===== src/rtl/rr_mux_arb.sv =====
// rr_mux_arb
//   N:1 registered data multiplexer with valid/ready handshakes on every
//   input channel and on the output. One channel is granted per cycle,
//   either by round-robin arbitration or by a fixed select. The chosen word
//   is registered together with its channel index.
//
// Ports
//   clk, rst_n        clock (rising edge), synchronous active-low reset
//   din               CHANNELS*WIDTH packed input words, channel i at [i*WIDTH +: WIDTH]
//   din_valid/ready   per-channel handshake (din_ready is one-hot or zero)
//   mode              0 = round-robin, 1 = fixed select on s
//   s                 fixed-mode channel select
//   dout, dout_ch     registered output word and its channel index
//   dout_valid/ready  output handshake
//   din_last/dout_last  packet framing, present only with RR_MUX_LAST_EN
//
// Optional feature macro: RR_MUX_LAST_EN
//   When defined, a transfer with din_last=0 locks the grant to that channel
//   until a transfer on it with din_last=1.

module rr_mux_arb #(
  parameter int CHANNELS = 6,
  parameter int WIDTH    = 8,
  parameter int SW       = $clog2(CHANNELS)
) (
  input  logic                      clk,
  input  logic                      rst_n,
  input  logic [CHANNELS*WIDTH-1:0] din,
  input  logic [CHANNELS-1:0]       din_valid,
  output logic [CHANNELS-1:0]       din_ready,
  input  logic                      mode,
  input  logic [SW-1:0]             s,
  output logic [WIDTH-1:0]          dout,
  output logic [SW-1:0]             dout_ch,
  output logic                      dout_valid,
  input  logic                      dout_ready
`ifdef RR_MUX_LAST_EN
  ,
  input  logic [CHANNELS-1:0]       din_last,
  output logic                      dout_last
`endif
);

  logic [WIDTH-1:0] dout_q, dout_d;
  logic [SW-1:0]    doutCh_q, doutCh_d;
  logic             doutValid_q, doutValid_d;
  logic [SW-1:0]    ptr_q, ptr_d;

  logic             load;
  logic             xfer;
  logic             locked;
  logic [SW-1:0]    lockCh;
  logic             lockFound;
  logic             rrFound;
  logic [SW-1:0]    rrGrant;
  logic             fixFound;
  logic             candFound;
  logic [SW-1:0]    grant;
  logic [SW-1:0]    nextPtr;
  logic [WIDTH-1:0] selData;

  assign load    = !doutValid_q || dout_ready;
  assign xfer    = rst_n && load && candFound;
  assign nextPtr = (int'(grant) == CHANNELS - 1) ? '0 : grant + SW'(1);

  // Round-robin search in two passes: first the channels at or above the
  // pointer, then wrap around to the ones below it.
  always_comb begin
    rrFound = 1'b0;
    rrGrant = '0;
    for (int i = 0; i < CHANNELS; i++) begin
      if (!rrFound && din_valid[i] && (i >= int'(ptr_q))) begin
        rrFound = 1'b1;
        rrGrant = SW'(i);
      end
    end
    for (int i = 0; i < CHANNELS; i++) begin
      if (!rrFound && din_valid[i]) begin
        rrFound = 1'b1;
        rrGrant = SW'(i);
      end
    end
  end

  // Fixed and locked candidates are found by comparison so that an
  // out-of-range select simply matches nothing.
  always_comb begin
    fixFound  = 1'b0;
    lockFound = 1'b0;
    for (int i = 0; i < CHANNELS; i++) begin
      if (din_valid[i] && (int'(s) == i)) fixFound = 1'b1;
      if (din_valid[i] && (int'(lockCh) == i)) lockFound = 1'b1;
    end
  end

  // A held lock overrides both arbitration modes.
  always_comb begin
    candFound = 1'b0;
    grant     = '0;
    if (locked) begin
      candFound = lockFound;
      grant     = lockCh;
    end else if (mode) begin
      candFound = fixFound;
      grant     = s;
    end else begin
      candFound = rrFound;
      grant     = rrGrant;
    end
  end

  always_comb begin
    din_ready = '0;
    selData   = '0;
    for (int i = 0; i < CHANNELS; i++) begin
      if (int'(grant) == i) begin
        din_ready[i] = xfer;
        selData      = din[i*WIDTH +: WIDTH];
      end
    end
  end

  // Output register next state: hold on stall, drop valid when a load slot
  // goes unused. The pointer only moves on unlocked round-robin grants.
  always_comb begin
    dout_d      = dout_q;
    doutCh_d    = doutCh_q;
    doutValid_d = doutValid_q;
    ptr_d       = ptr_q;
    if (load) begin
      doutValid_d = xfer;
      if (xfer) begin
        dout_d   = selData;
        doutCh_d = grant;
        if (!locked && !mode) ptr_d = nextPtr;
      end
    end
  end

  always_ff @(posedge clk) begin
    if (!rst_n) begin
      dout_q      <= '0;
      doutCh_q    <= '0;
      doutValid_q <= 1'b0;
      ptr_q       <= '0;
    end else begin
      dout_q      <= dout_d;
      doutCh_q    <= doutCh_d;
      doutValid_q <= doutValid_d;
      ptr_q       <= ptr_d;
    end
  end

  assign dout       = dout_q;
  assign dout_ch    = doutCh_q;
  assign dout_valid = doutValid_q;

`ifdef RR_MUX_LAST_EN
  logic          lock_q, lock_d;
  logic [SW-1:0] lockCh_q, lockCh_d;
  logic          doutLast_q, doutLast_d;
  logic          selLast;

  always_comb begin
    selLast = 1'b0;
    for (int i = 0; i < CHANNELS; i++) begin
      if (int'(grant) == i) selLast = din_last[i];
    end
  end

  // Every transfer re-evaluates the lock: a non-last beat holds the grant
  // on its channel, a last beat releases it.
  always_comb begin
    lock_d     = lock_q;
    lockCh_d   = lockCh_q;
    doutLast_d = doutLast_q;
    if (xfer) begin
      lock_d     = !selLast;
      lockCh_d   = grant;
      doutLast_d = selLast;
    end
  end

  always_ff @(posedge clk) begin
    if (!rst_n) begin
      lock_q     <= 1'b0;
      lockCh_q   <= '0;
      doutLast_q <= 1'b0;
    end else begin
      lock_q     <= lock_d;
      lockCh_q   <= lockCh_d;
      doutLast_q <= doutLast_d;
    end
  end

  assign locked    = lock_q;
  assign lockCh    = lockCh_q;
  assign dout_last = doutLast_q;
`else
  assign locked = 1'b0;
  assign lockCh = '0;
`endif

endmodule


===== config.mk =====
export PLATFORM = sky130hd
export DESIGN_NAME = rr_mux_arb
export DESIGN_NICKNAME = d
export VERILOG_FILES = /design/src/rtl/rr_mux_arb.sv
export SDC_FILE = /design/constraint.sdc
export NUM_CORES = 1
export LEC_CHECK = 0
export ABC_AREA = 0
export BUFFER_PORTS_ARGS = -buffer_cell sky130_fd_sc_hd__buf_2
export CORE_ASPECT_RATIO = 0.9
export CORE_MARGIN = 2
export CORE_UTILIZATION = 35
export DETAILED_ROUTE_END_ITERATION = 7
export PLACE_DENSITY = 0.67
export RECOVER_POWER = 25
export SLEW_MARGIN = 20
export SYNTH_ARGS = -nofsm -noshare
export SYNTH_HDL_FRONTEND = slang
export SYNTH_SLANG_ARGS = --single-unit

===== constraint.sdc =====
create_clock -name clk -period 3.1 [get_ports clk]
set_input_delay 0.31 -clock clk [delete_from_list [all_inputs] [get_ports clk]]
set_output_delay 0.31 -clock clk [all_outputs]
set_load 0.02 [all_outputs]

* Word-level counts from Yosys, hierarchy flattened
Cells that the tools add are included.
** Word-level totals
- Output and inout bits :: 18
- Input bits :: 61
- Register bits after elaboration :: 15
- Logic and storage cells :: 108
** Cells by class
- Muxes and demuxes :: 44
- Eq/ne operators :: 10
- Magnitude comparators :: 6
- Add/subtract/negate cells :: 1
- Reduce and logical (&&, ||, !) cells :: 42
- Bitwise logic cells :: 1
** Operator list (count)
- $mux W8 :: 6
- $mux W3 :: 12
- $mux W1 :: 26
- $logic_and A1 B1 Y1 :: 25
- $eq A3 B3 Y1 const B :: 8
- $logic_not A1 Y1 :: 12
- $eq A3 B2 Y1 const B :: 2
- $ge A1 B3 Y1 const A :: 2
- $ge A2 B3 Y1 const A :: 2
- $ge A3 B3 Y1 const A :: 2
- $logic_not A3 Y1 :: 2
- $add A3 B1 Y3 const B :: 1
- $reduce_and A3 Y1 :: 1
- $reduce_and A2 Y1 :: 1
- $logic_or A1 B1 Y1 :: 1
- $not A1 Y1 :: 1

* Logic depth before layout (Yosys ltp)
- Depth in word-level cells :: 49
- Depth in mapped cells :: 15
- Depth with buffers taken out :: 11

* Least setup slack after synthesis
Ideal clock, no wire load.
- Kind :: reg-to-reg
- From :: register ptr_q[1]
- To :: register dout_q[2] (netlist: dout[2])
- Buffers on the path :: 4
- Data required time :: 2975 ps
- Clock period less this slack :: 2926 ps
- Stages on the path, launching flop included :: 15
- Setup time :: 125 ps
- Data arrival time :: 2800 ps
- Slack :: 174 ps
- Cell sequence :: dfxtp_1 > buf_4 > a311oi_1 > nor2_1 > o21ai_2 > buf_2 > buf_2 > nor2b_1 > ha_1 > clkinv_1 > clkbuf_1 > nand2_1 > a21oi_1 > a311oi_1 > o31ai_1
** Between the ends
- Cells in the longest elaborated chain, start to end :: 49
- Elaborated cells on any way between the ends :: 73
- Classes of those cells :: order compare: 6; eq/ne: 5; mux: 31; reduce/logical: 31
** RTL lines
- from (decl) :: RTL line 47 : logic [SW-1:0] ptr_q, ptr_d;
- from (signal assigned) :: RTL line 150 : ptr_q <= ptr_d;
- $ge A1 B3 Y1 :: RTL line 72 : if (!rrFound && din_valid[i] && (i >= int'(ptr_q))) begin
- $logic_and A1 B1 Y1 :: RTL line 72
- $mux W1 :: RTL line 72
- $logic_not A1 Y1 :: RTL line 72
- $logic_and A1 B1 Y1 (2 in a row) :: RTL line 72
- $mux W1 :: RTL line 72
- $logic_not A1 Y1 :: RTL line 72
- $logic_and A1 B1 Y1 (2 in a row) :: RTL line 72
- [26 not listed]
- $logic_and A1 B1 Y1 :: RTL line 78 : if (!rrFound && din_valid[i]) begin
- $mux W1 :: RTL line 78
- $logic_not A1 Y1 :: RTL line 78
- $logic_and A1 B1 Y1 :: RTL line 78
- $mux W3 :: RTL line 78
- $mux W3 :: RTL line 103 : end else if (mode) begin
- $logic_not A3 Y1 :: RTL line 116 : if (int'(grant) == i) begin
- $mux W8 (6 in a row) :: RTL line 116
- to (signal assigned) :: RTL line 147 : dout_q <= dout_d;
- to (decl) :: RTL line 44 : logic [WIDTH-1:0] dout_q, dout_d;
Several ways; a longest one is shown, not always the timed one.
A chain may end at the register's enable or synchronous reset.

* Worst setup path in the final report
- From :: register ptr_q[1]
- To :: output port din_ready[0]
** Between the ends
- Cells in the longest elaborated chain, start to end :: 44
- Elaborated cells on any way between the ends :: 62
- Classes of those cells :: order compare: 6; mux: 26; reduce/logical: 30
** RTL lines
- $ge A1 B3 Y1 :: RTL line 72
- $logic_and A1 B1 Y1 :: RTL line 72
- $mux W1 :: RTL line 72
- $logic_not A1 Y1 :: RTL line 72
- $logic_and A1 B1 Y1 (2 in a row) :: RTL line 72
- $mux W1 :: RTL line 72
- $logic_not A1 Y1 :: RTL line 72
- $logic_and A1 B1 Y1 (2 in a row) :: RTL line 72
- [26 not listed]
- $logic_and A1 B1 Y1 :: RTL line 78
- $mux W1 :: RTL line 78
- $logic_not A1 Y1 :: RTL line 78
- $logic_and A1 B1 Y1 :: RTL line 78
- $mux W3 / $mux W1 (equally long branches) :: RTL line 78
- $mux W3 / $mux W1 (equally long branches) :: RTL line 103
- $logic_not A3 Y1 / $logic_and A1 B1 Y1 (equally long branches) :: RTL line 116, 63
- $mux W1 * :: RTL line 116
- to (decl) :: RTL line 30 : output logic [CHANNELS-1:0] din_ready,
Every way passes the cells marked *; elsewhere a longest branch is shown, timed or not.

==> run metrics <==
outcome=completed; setup TNS=0 ns; largest net degree at the start of global routing=31; Worst Path Required=2.79 ns; clock buffer depth=2; drt initial violations=approximately 100; worst-path maximum fanout=30; Root Buffer=clkbuf_8; gr usage total=0.204; post-placement cell count=344; # rows=22; most frequent cells in the layout=buf_2, nand2_1, o21ai_0; Synth async-reset ratio=0; Mapped Avg Cell Area=approximately 7.3 um2; initial antenna violation count=0; Die Wd=74.2 um; hold_sp=dout_ready; Top Ports=79; instance count on the critical path=9; sequential area share after synthesis=0.194; startpoint types=flop; Final nets=351; RSZ-0062 raised after global routing=false; Net Sw Frac=0.387; via count=1893; Max-cap violations=0; Comb power frac=0.457; die footprint=4980 um2; Largest stage delay, worst path=0.36 ns; period utilization=0.898; Final WS setup=0.316 ns; DRC=0; pre-CTS setup slack=0.206 ns; crit path buf inv count=3; RD Place Congestion=0.840; max_slew headroom=0.554; Final Instance Area=2050 um2; total CTS buffers=3; switching component of the power=0.000277 W; Post-Syn Area=between 1500 and 2000 um2; vias in the first global route=1824; design internal power=between 0.0004 and 0.0005 W; CP max-delay cell=dfxtp_1; VDD IR max=between 0.1 and 0.15 mV; worst-margin pin slew=approximately 0.67 ns; Lkg Pwr=0.913 nW; Sequential Power Share=0.319; Max Fclk=0.359 GHz; Num Clock Sinks=15; Distinct cells, synth=55; Fin. Hold Viols=0; first-pass GRT wire length=8090 um; Non-Filler Instances=348; Via density=between 5 and 6; PwrDens=349 nW/um2; CTS H-Tree Depth=1; CTS tree=done; antenna-violating nets left=0; path depth of the worst reg2reg path=11; CP endpoint=din_ready[0]; Area after DPL=2010 um2; clk_lat worst skew=about 0.25 ns; cell family with most CP delay=buffers and inverters; Period minus WS final=2.78 ns; WL final=4980 um; Reg clk slew, reported paths=0.07 ns; Fin Clk Skew=approximately 0.0063 ns; synthesized instance count=213; crit path DAT=between 2 and 2.5 ns; crit path kind=reg2out; IO Port Bufs=78; EDFF count, synth=0; area grow syn2layout=32.3%; CP Capture Type=output pin; Min Hold Slack=about 0.37 ns; Net Count, Synth=275; Clock power frac=0.224; CP Cell Sequence=buf_4 -> and4b_1 -> a21oi_1 -> a21o_1 -> o41a_4 -> buf_4 -> nand2_1 -> nor3_1 -> buf_2; Yosys Warn Count=0; total gr overflow=0; Die Height=67.2 um; # diodes=0; synthesized flop and latch total=15; starting density of the core=0.373; Avg WL per Cell=between 10 and 15 um; # fillers=444; r2r startpoint=ptr_q[2]; crit path from=ptr_q[1]; CP most frequent cell=buf_4; hpwl dp=roughly 3800 um; FF-to-FF setup slack=0.39 ns; layout cells sized above 1=0.358; most common cell after layout, fill and taps aside=buf_2; Placeable Area=4160 um2; setup bufs post-CTS=0; Max Slew Vio Count=0; Min-Delay Path Class=in2reg; top_reg_cell synth=dfxtp_1; RR Endpoint=dout[0]; final number of setup-violating endpoints=0; DR pass1 iterations=5
## area by class of cell
class	count	area [um2]	share of cell area
repair buffers	87	448	0.218
inverters	10	41.3	0.0201
well taps	60	75.1	0.0366
clock inverters	1	5.00	0.00244
clock buffers	3	41.3	0.0201
flip-flops and latches	15	300	0.146
multi-input cells	172	1140	0.556
## how the worst min path moves through the flow
stage,endpoint,slack (ns),cells after the start
global route,dout_valid,0.38,3
detailed placement,dout_ch[1],0.45,2
finish,dout_valid,0.37,3
global placement,dout_ch[1],0.44,2
CTS,dout_valid,0.37,3
floorplan,dout[4],0.44,1
## flip-flops by register name (all words and copies together), names as in the netlist
signal	flops
dout_valid	1
ptr_q	3
dout	8
dout_ch	3
## power by group through the flow
stage	Clock, W	Sequential, W	Combinational (W)
CTS	0.000160	0.000229	0.000330
global placement	0	0.000233	0.000327
floorplan	0	0.000253	0.000197
detailed placement	0	0.000232	0.000329
global route	0.000168	0.000232	0.000362
finish	0.000161	0.000229	0.000328
## layer usage
| metal | GRT usage | routed length (um) |
|---|---|---|
| met1 | 0.296 | 2280 |
| met2 | 0.306 | 2160 |
| met3 | 0.0403 | 479 |
| met4 | 0.0568 | 55 |
| met5 | 0 | 0 |
## cells in the mapped netlist, types with 4 or more instances
| cell type | instances | area (um2) |
|---|---|---|
| nor2_1 | 7 | 26.3 |
| buf_2 | 5 | 25.0 |
| nor4_1 | 7 | 43.8 |
| o21ai_0 | 20 | 100 |
| inv_1 | 9 | 33.8 |
| a21oi_1 | 13 | 65.1 |
| o41ai_2 | 4 | 65.1 |
| nor2b_1 | 14 | 87.6 |
| o31ai_1 | 5 | 37.5 |
| nand2b_1 | 5 | 31.3 |
| a311oi_1 | 7 | 61.3 |
| nand2_1 | 33 | 124 |
| clkbuf_1 | 8 | 30.0 |
| dfxtp_1 | 15 | 300 |
## per-stage QoR
| stage | util | power [W] |
|---|---|---|
| global route | 0.494 | 0.000763 |
| global placement | 0.484 | 0.000560 |
| floorplan | - | 0.000449 |
| finish | 0.494 | 0.000717 |
| detailed placement | 0.484 | 0.000561 |
| CTS | 0.495 | 0.000720 |
## cells by family after synthesis
group / synth area share
buffers and inverters: 0.0750
and+or+nand+nor: 0.272
muxes: 0.0556
AOI/OAI and AO/OA: 0.396
adders and majority gates: 0.00806
DFF: 0.194
## worst register-to-register path, delay by kind of cell (launching register included)
family	cells	cell delay, ns
buffers and inverters	1	0.28
DFF	1	0.51
and+or+nand+nor	3	0.46
adders and majority gates	1	0.22
AOI/OAI and AO/OA	6	1.14
## what timing repair did
action | CTS | global route
hold buffers | 0 | 0
gates resized for setup | 0 | 1
setup endpoints to repair | 0 | 1
Note: power is estimated with default switching activity, not from simulation.
